--- src/rtl/uart_pkg.sv ---
`default_nettype none
// ---------------------------------------------------------------------------
// Module  : uart_pkg
// Brief   : Shared types, default constants and divider helper for the UART.
// Revision: 1.0 - initial release
// ---------------------------------------------------------------------------
package uart_pkg;

    typedef enum logic [2:0] {
        IDLE   = 3'd0,
        START  = 3'd1,
        DATA   = 3'd2,
        PARITY = 3'd3,
        STOP   = 3'd4,
        BRK    = 3'd5
    } rx_state_t;

    localparam int CLK_FREQ_DEF   = 100_000_000;
    localparam int BAUD_DEF       = 9600;
    localparam int OVERSAMPLE_DEF = 16;

    // Clock cycles per oversampling tick.
    function automatic int calc_div(input int clk, input int baud, input int os);
        return clk / (baud * os);
    endfunction

endpackage
`default_nettype wire

--- src/rtl/uart_rx_tick_gen.sv ---
`default_nettype none
// ---------------------------------------------------------------------------
// Module  : uart_rx_tick_gen
// Brief   : Oversampling tick divider; one-cycle tick every DIV clocks, held
//           at zero while clr is high.
// Revision: 1.0 - initial release
// ---------------------------------------------------------------------------
module uart_rx_tick_gen #(
    parameter int DIV = 651
) (
    input  logic clock_in,
    input  logic rst,
    input  logic clr,
    output logic tick
);

    localparam int              c_cw   = (DIV > 1) ? $clog2(DIV) : 1;
    localparam logic [c_cw-1:0] c_last = c_cw'(DIV - 1);

    logic [c_cw-1:0] r_count;

    always_ff @(posedge clock_in or posedge rst) begin
        if (rst) begin
            r_count <= '0;
        end else if (clr || (r_count == c_last)) begin
            r_count <= '0;
        end else begin
            r_count <= r_count + c_cw'(1);
        end
    end

    assign tick = (r_count == c_last);

endmodule
`default_nettype wire

--- src/rtl/uart_rx.sv ---
`default_nettype none
// ---------------------------------------------------------------------------
// Module  : uart_rx
// Brief   : 8N1 oversampling serial receiver with one-cycle valid/error
//           pulses. Define UART_RX_PARITY_EN for an even-parity bit.
// Revision: 1.0 - initial release
// ---------------------------------------------------------------------------
module uart_rx
    import uart_pkg::*;
#(
    parameter int CLK_FREQ   = CLK_FREQ_DEF,
    parameter int BAUD       = BAUD_DEF,
    parameter int OVERSAMPLE = OVERSAMPLE_DEF
) (
    input  logic       clock_in,
    input  logic       rst,
    input  logic       rx,
    output logic [7:0] rx_data,
    output logic       rx_valid,
    output logic       frame_err,
    output logic       parity_err,
    output logic       busy
);

    localparam int              c_div       = calc_div(CLK_FREQ, BAUD, OVERSAMPLE);
    localparam int              c_sw        = $clog2(OVERSAMPLE);
    localparam logic [c_sw-1:0] c_os_last   = c_sw'(OVERSAMPLE - 1);
    localparam logic [c_sw-1:0] c_half_last = c_sw'(OVERSAMPLE / 2 - 1);

    localparam logic [2:0] c_st_idle  = IDLE;
    localparam logic [2:0] c_st_start = START;
    localparam logic [2:0] c_st_data  = DATA;
    localparam logic [2:0] c_st_stop  = STOP;
    localparam logic [2:0] c_st_brk   = BRK;
`ifdef UART_RX_PARITY_EN
    localparam logic [2:0] c_st_parity     = PARITY;
    localparam logic [2:0] c_st_after_data = PARITY;
`else
    localparam logic [2:0] c_st_after_data = STOP;
`endif

    logic [1:0]      r_sync;
    logic [2:0]      r_state;
    logic [c_sw-1:0] r_samp;
    logic [2:0]      r_bit;
    logic [7:0]      r_shift;
    logic [7:0]      r_rx_data;
    logic            r_rx_valid;
    logic            r_frame_err;
    logic            w_rx_s;
    logic            w_tick;
    logic            w_bit_end;
    logic            w_par_bad;

    // Two-flop synchronizer; idles high so reset never looks like a start bit.
    always_ff @(posedge clock_in or posedge rst) begin
        if (rst) begin
            r_sync <= 2'b11;
        end else begin
            r_sync <= {r_sync[0], rx};
        end
    end

    assign w_rx_s    = r_sync[1];
    assign w_bit_end = (r_samp == c_os_last);

    uart_rx_tick_gen #(
        .DIV (c_div)
    ) u_tick_gen (
        .clock_in (clock_in),
        .rst      (rst),
        .clr      (r_state == c_st_idle),
        .tick     (w_tick)
    );

    always_ff @(posedge clock_in or posedge rst) begin
        if (rst) begin
            r_state     <= c_st_idle;
            r_samp      <= '0;
            r_bit       <= '0;
            r_shift     <= '0;
            r_rx_data   <= '0;
            r_rx_valid  <= 1'b0;
            r_frame_err <= 1'b0;
        end else begin
            r_rx_valid  <= 1'b0;
            r_frame_err <= 1'b0;
            case (r_state)
                c_st_idle: begin
                    r_samp <= '0;
                    r_bit  <= '0;
                    if (!w_rx_s) begin
                        r_state <= c_st_start;
                    end
                end
                c_st_start: begin
                    if (w_tick) begin
                        if (r_samp == c_half_last) begin
                            // Mid-start-bit recheck rejects short glitches.
                            r_samp  <= '0;
                            r_state <= w_rx_s ? c_st_idle : c_st_data;
                        end else begin
                            r_samp <= r_samp + c_sw'(1);
                        end
                    end
                end
                c_st_data: begin
                    if (w_tick) begin
                        if (w_bit_end) begin
                            r_samp  <= '0;
                            r_shift <= {w_rx_s, r_shift[7:1]};
                            r_bit   <= r_bit + 3'd1;
                            if (r_bit == 3'd7) begin
                                r_state <= c_st_after_data;
                            end
                        end else begin
                            r_samp <= r_samp + c_sw'(1);
                        end
                    end
                end
`ifdef UART_RX_PARITY_EN
                c_st_parity: begin
                    if (w_tick) begin
                        if (w_bit_end) begin
                            r_samp  <= '0;
                            r_state <= c_st_stop;
                        end else begin
                            r_samp <= r_samp + c_sw'(1);
                        end
                    end
                end
`endif
                c_st_stop: begin
                    if (w_tick) begin
                        if (w_bit_end) begin
                            r_samp    <= '0;
                            r_rx_data <= r_shift;
                            if (w_rx_s) begin
                                r_rx_valid <= ~w_par_bad;
                                r_state    <= c_st_idle;
                            end else begin
                                r_frame_err <= 1'b1;
                                r_state     <= c_st_brk;
                            end
                        end else begin
                            r_samp <= r_samp + c_sw'(1);
                        end
                    end
                end
                c_st_brk: begin
                    // A held-low line must return high before a new start counts.
                    if (w_rx_s) begin
                        r_state <= c_st_idle;
                    end
                end
                default: begin
                    r_state <= c_st_idle;
                end
            endcase
        end
    end

`ifdef UART_RX_PARITY_EN
    logic r_par;
    logic r_parity_err;

    always_ff @(posedge clock_in or posedge rst) begin
        if (rst) begin
            r_par        <= 1'b0;
            r_parity_err <= 1'b0;
        end else begin
            r_parity_err <= 1'b0;
            if ((r_state == c_st_parity) && w_tick && w_bit_end) begin
                r_par <= w_rx_s;
            end
            if ((r_state == c_st_stop) && w_tick && w_bit_end) begin
                r_parity_err <= w_par_bad;
            end
        end
    end

    // Even parity: data bits plus parity bit must XOR to zero.
    assign w_par_bad  = ^{r_shift, r_par};
    assign parity_err = r_parity_err;
`else
    assign w_par_bad  = 1'b0;
    assign parity_err = 1'b0;
`endif

    assign rx_data   = r_rx_data;
    assign rx_valid  = r_rx_valid;
    assign frame_err = r_frame_err;
    assign busy      = (r_state != c_st_idle);

endmodule
`default_nettype wire

--- config.mk ---
export PLATFORM = sky130hd
export DESIGN_NAME = uart_rx
export DESIGN_NICKNAME = d
export VERILOG_FILES = /design/src/rtl/uart_pkg.sv /design/src/rtl/uart_rx_tick_gen.sv /design/src/rtl/uart_rx.sv
export SDC_FILE = /design/constraint.sdc
export NUM_CORES = 1
export LEC_CHECK = 0
export ABC_AREA = 1
export BUFFER_PORTS_ARGS = -buffer_cell sky130_fd_sc_hd__buf_2
export CAP_MARGIN = 10
export CORE_MARGIN = 2
export CORE_UTILIZATION = 33
export CTS_BUF_LIST = sky130_fd_sc_hd__clkbuf_8
export CTS_CLUSTER_SIZE = 28
export DETAILED_ROUTE_END_ITERATION = 7
export HOLD_SLACK_MARGIN = 0.08
export SYNTH_ARGS = -nofsm -noshare
export SYNTH_HDL_FRONTEND = slang
export SYNTH_HIERARCHICAL = 1
export SYNTH_SLANG_ARGS = --single-unit
--- constraint.sdc ---
create_clock -name clock_in -period 1.7 [get_ports clock_in]
set_input_delay 0.085 -clock clock_in [delete_from_list [all_inputs] [get_ports clock_in]]
set_output_delay 0.085 -clock clock_in [all_outputs]
set_load 0.005 [all_outputs]
==> flow_summary.ini, run 1 <==
[status]
status = finished, final reports clean

[global_route]
antenna_found_initial = 0
grt_pass1_vias = 1524
grt_use_total_pct = 11.8
grt_pass1_wl_um = 6710
grt_max_degree = 31
grt_overflow = 0

[placed_design]
numPortBuffers = 13
dp.cells = 328
dp_slack_ps = 46.4
hpwl_um = 2640
gp_congestion = 0.832

[synth]
syn_area_mm2 = 0.00208
synth_edf_count = 0
synth_cell_type_count = 27
synth_nets = 244
synth_area_leaders = dfrtp_1 (46%), nand2_1 (9.9%), o21ai_2 (7.2%), inv_1 (5.4%), nor2_1 (4.1%)
ys_warn_count = 6
postSynthAreaPerCell_um2 = 8.82
ys_async_sr_fraction_pct = 100
ys_seq_area_share_pct = 48.2
post-synth-top-area-fraction_pct = 45.7
ys.flop_type = dfrtp_1
yosys.area.top_type = dfrtp_1
yosysMostFrequentCell = nand2_1
ys_top_cells_by_count = nand2_1 (55), dfrtp_1 (38), inv_1 (30), nor2_1 (23), o21ai_2 (17)
netlist_instances = 236
synth_seq_cells = 40

[min_path]
hold_path.class = in2async

[finish]
layout.cells.non_filler = 342
syn_to_final_growth_pct = 19.1
multi_input_area_um2 = 921
seq_area_mm2 = 0.00100
antennaDiodeCount = 0
drive_above_1_share_pct = 32.2
utilization_pct = 41.2
fin_nets = 274
nFillCells = 593

[power_and_ir_drop]
p_leak_nw = 1.29
power_w = 0.00182
cellPowerDensity_mw_per_mm2 = 733
max-vdd-ir-drop_v = 0.000346

[sta]
tns_ps = 0
final.setup_skew_ps = 7.29
finalSetupViolCount = 0
finalCriticalPeriod_ps = 1610
max_freq_ghz = 0.622
slew_viol_final = 0
hold_viol_final = 0
rsz0062_at_grt = yes
setup_ws_ps = 92.7
finalCritPeriodShare_pct = 94.5

[die]
fp.dieH_um = 83.4
io-pin-count = 15
die_w_um = 83.4
core_mm2 = 0.00603
rows = 28
fp.dieArea_mm2 = 0.00696
start_util_pct = 34.6

[drt]
wl_per_cell_um = 11.0
wirelength_um = 3760
via_per_inst = 4.50
remaining_drc_errors = 0
route.vias.total = 1540
dr.pass1.iters = 4
drtAntennaViolNets = 0
drt-initial-drc-count = 34

[setup_path]
r2r_setup_slack_ps = 90
critPathKind = reg2reg
crit_fanout = 10
slowest_stage = dfrtp_1
reg2reg_depth = 12
path_depth = 12
path_cells = inv_1 > ha_1 > nand2_1 > nor2_2 > nand3_2 > inv_2 > inv_2 > nor2_4 > nand2_4 > buf_12 > nand2_1 > o21ai_2
crit_buf_inv = 4
cp.arrival_ps = 1790
cp-end-kind = register
crit_required_ps = 1890
startpoint_type = register
slowest_delay_ps = 380
cp_top_family = simple AND/OR/NAND/NOR gates

[clock_tree]
max-clock-path-buffers = 2
cts_buffers = 5
cts_sinks = 40
cts_tree = built
root_buffer = clkbuf_8
h-tree-depth = 2
clk_pin_slew_ps = 80
insertion_delay_ps = 290

[flow_run]
drv_cap = 0
tightest hold or removal path: cells and delay by family:
kind                   cells  cell delay, ps
buffers and inverters      3             960
area by class of cell:
type / instances / share of cell area (%)
Inverter: 35 / 5.30
Timing Repair Buffer: 27 / 8.43
Multi-Input combinational cell: 157 / 37.1
Sequential cell: 40 / 40.5
Clock inverter: 2 / 1.56
Tap cell: 75 / 3.78
Clock buffer: 6 / 3.33
cells in the final DEF (no fill, tap or decap), drive strengths merged, types with 2 or more instances in the layout:
cell	synthesis	final
nor2	29	29
xor2	3	3
dfstp	2	2
o21ai	23	23
clkbuf	0	7
a21oi	2	2
dlygate4sd3	0	2
nand2	65	65
inv	35	35
buf	4	24
nand4	6	6
ha	5	5
dfrtp	38	38
nand3	18	18
xnor2	2	2
report_power, final:
part | internal (W) | leakage [nW] | total, W | switching [W]
Sequential | 0.000955 | 0.537 | 0.000958 | 0.00000280
Combinational | 0.00000818 | 0.689 | 0.0000321 | 0.0000239
Clock | 0.000480 | 0.0614 | 0.000827 | 0.000347
Total | 0.00144 | 1.29 | 0.00182 | 0.000374
sequential cells by signal, summed over array words and instances (netlist names):
name and cells:
u_tick_gen/r_count 10, rx_valid 1, frame_err 1, rx_data 8, r_samp 4, r_sync 2
r_state 3, r_bit 3, r_shift 8
cells by family (layout without fill, tap and decap cells):
family                     count (synthesis)  in the layout  synth area share, %
AOI/OAI and AO/OA                         26             26                 9.98
xor gates and xnor gates                   5              5                 2.10
adders and majority gates                  5              5                 3.00
buffers and inverters                     39             70                 8.29
DFF                                       40             40                 48.2
other                                      1              1                0.180
and+or+nand+nor                          120            120                 28.2
stage by stage:
step,cell area (µm²),hold slack (ps)
final,2480,328
after global routing,2480,354
after CTS,2410,322
after detailed placement,2270,99.2
after global placement,2270,99.6
after floorplan,2080,-74.8
what timing repair did:
| action | CTS | global route |
|---|---|---|
| hold endpoints to repair | 39 | 0 |
| resized for setup | 0 | 6 |
| hold buffers | 2 | 0 |
| buffers inserted | 0 | 2 |
| endpoints found under the setup margin | 0 | 19 |
layer usage:
layer	vias to the layer above	track usage [%]	wire (µm)
met4	0	5.87	82
met3	5	2.88	119
met5	-	0	0
met2	25	19.0	1770
met1	710	14.7	1790
li1	800	-	-
final timing paths:
check	from	to
min	rst	u_tick_gen/r_count[7]
max in group asynchronous	rst	r_sync[0]
max	u_tick_gen/r_count[0]	r_shift[4]
max reg2reg	u_tick_gen/r_count[0]	r_shift[4]
min in group clock_in	r_sync[0]	r_sync[1]
min reg2reg	r_sync[0]	r_sync[1]
(Power assumes the default switching activity.)
==> run 2, diff against run 1 <==
--- a/config.mk
+++ b/config.mk
@@ -8,12 +8,16 @@
 export ABC_AREA = 1
 export BUFFER_PORTS_ARGS = -buffer_cell sky130_fd_sc_hd__buf_2
 export CAP_MARGIN = 10
+export CELL_PAD_IN_SITES_DETAIL_PLACEMENT = 1
+export CELL_PAD_IN_SITES_GLOBAL_PLACEMENT = 2
 export CORE_MARGIN = 2
 export CORE_UTILIZATION = 33
 export CTS_BUF_LIST = sky130_fd_sc_hd__clkbuf_8
+export CTS_CLUSTER_DIAMETER = 200
 export CTS_CLUSTER_SIZE = 28
 export DETAILED_ROUTE_END_ITERATION = 7
 export HOLD_SLACK_MARGIN = 0.08
+export PLACE_DENSITY = 0.75
 export SYNTH_ARGS = -nofsm -noshare
 export SYNTH_HDL_FRONTEND = slang
 export SYNTH_HIERARCHICAL = 1
==> flow_summary.ini, run 2 (synthesized netlist as in run 1, its figures left out) <==
[power_and_ir_drop]
p_sw_share_pct = 22.2
max-vdd-ir-drop_v = 0.000457
cellPowerDensity_mw_per_mm2 = 688
clock_power_share_pct = 45.1
p_comb_share_pct = 1.9
pwr-share-seq_pct = 53.0
switchingPower_w = 0.000401
p_leak_nw = 1.30
p_int_w = 0.00141
power_w = 0.00181

[global_route]
grt_overflow = 0
grt_max_degree = 31
grt_use_total_pct = 13.5
grt_pass1_vias = 1670
antenna_found_initial = 0
grt_pass1_wl_um = 7640

[drt]
wl_per_cell_um = 14.1
route.vias.total = 1626
remaining_drc_errors = 0
drt-initial-drc-count = 36
drtAntennaViolNets = 0
wirelength_um = 4870
dr.pass1.iters = 4
via_per_inst = 4.70

[sta]
final.setup_skew_ps = 13.9
setup_ws_ps = 25.9
slew_viol_final = 0
finalCritPeriodShare_pct = 98.5
rsz0062_at_grt = yes
hold_viol_final = 0
finalSetupViolCount = 0
finalCriticalPeriod_ps = 1670
tns_ps = 0
max_freq_ghz = 0.597

[setup_path]
cp-end-kind = register
startpoint_type = register
crit_required_ps = 1890
critPathKind = reg2reg
crit_fanout = 5
cp.arrival_ps = 1860

[finish]
antennaDiodeCount = 0
drive_above_1_share_pct = 37.6
fin_nets = 278
top_register = u_tick_gen/r_count
largest_reg_flops = 10
fin_area_mm2 = 0.00263
mostFrequentLayoutCells = nand2_1 (42), dfrtp_1 (38), inv_1 (28)
syn_to_final_growth_pct = 26.1
utilization_pct = 43.6
final_common_cell = nand2_1
nFillCells = 713

[placed_design]
hpwl_um = 3130
gp_congestion = 0.723
numPortBuffers = 13
dp_slack_ps = -15.5
placed_area_mm2 = 0.00227

[clock_tree]
clk_pin_slew_ps = 80
cts_sinks = 40
h-tree-depth = 2
insertion_delay_ps = 300
root_buffer = clkbuf_8
cts_tree = built
cts_buffers = 5
max-clock-path-buffers = 2

[die]
start_util_pct = 34.6
fp.dieH_um = 83.4
io-pin-count = 15
core_mm2 = 0.00603
fp.dieArea_mm2 = 0.00696
rows = 28
die_w_um = 83.4

[status]
status = finished, final reports clean

[flow_run]
drv_cap = 0

[min_path]
hold_path.class = in2async
[run 2: stage by stage]
stage	hold slack, ps	cells
floorplan	-74.8	236
global placement	113	328
detailed placement	107	328
CTS	333	339
global route	369	346
finish	319	346
[run 2: final timing paths]
path                                        from               endpoint  slack (ps)  cells after the start
min reg2reg                            r_sync[0]              r_sync[1]         370                      0
max reg2reg                u_tick_gen/r_count[0]             r_shift[2]          30                     12
max                        u_tick_gen/r_count[0]             r_shift[2]          30                     12
min                                          rst  u_tick_gen/r_count[3]         320                      3
max in group asynchronous                    rst              r_sync[0]         950                      4
min in group clock_in                  r_sync[0]              r_sync[1]         370                      0
[run 2: layer usage]
metal	part of all wire, %	vias up	routed length [µm]	global-route usage [%]
met3	1.6	7	76	2.68
met4	1.4	0	68	4.40
met2	48	15	2330	22.1
li1	-	810	-	-
met5	0	-	0	0
met1	49	794	2400	18.1
[run 2: area by class of cell]
class                   count  area [µm²]  share of cell area [%]
inverters                  35         131                    5.00
repair buffers             29         254                    9.68
multi-input cells         159        1030                    39.1
clock inverters             3        46.3                    1.76
well taps                  75        93.8                    3.57
clock buffers               5        68.8                    2.62
flip-flops and latches     40        1000                    38.2
[run 2: timing repair]
item                       CTS  global route
hold buffers                 2             0
setup buffers                1             2
pin swaps                    1             3
gates resized for setup      0            27
setup endpoints to repair   14            22
hold endpoints to repair    39             0
gates cloned                 0             5
[run 2: power by group through the flow]
stage / Sequential (W) / Combinational [W] / Clock, W
2_1_floorplan: 0.000975 / 0.0000212 / 0
3_3_place_gp: 0.000976 / 0.0000317 / 0
3_5_place_dp: 0.000976 / 0.0000322 / 0
4_1_cts: 0.000957 / 0.0000359 / 0.000840
5_1_grt: 0.000959 / 0.0000399 / 0.000882
6_report: 0.000958 / 0.0000337 / 0.000816
[run 2: worst max-delay path, stage by stage (launching register included)]
cell and delay [ps]:
dfrtp_1 380, inv_1 60, ha_1 140, nand2_1 70, nor2_2 90, nand3_2 90, inv_2 80, inv_2 40
nor2_4 190, nand2_4 120, clkbuf_16 170, nand2_1 70, o21ai_2 50
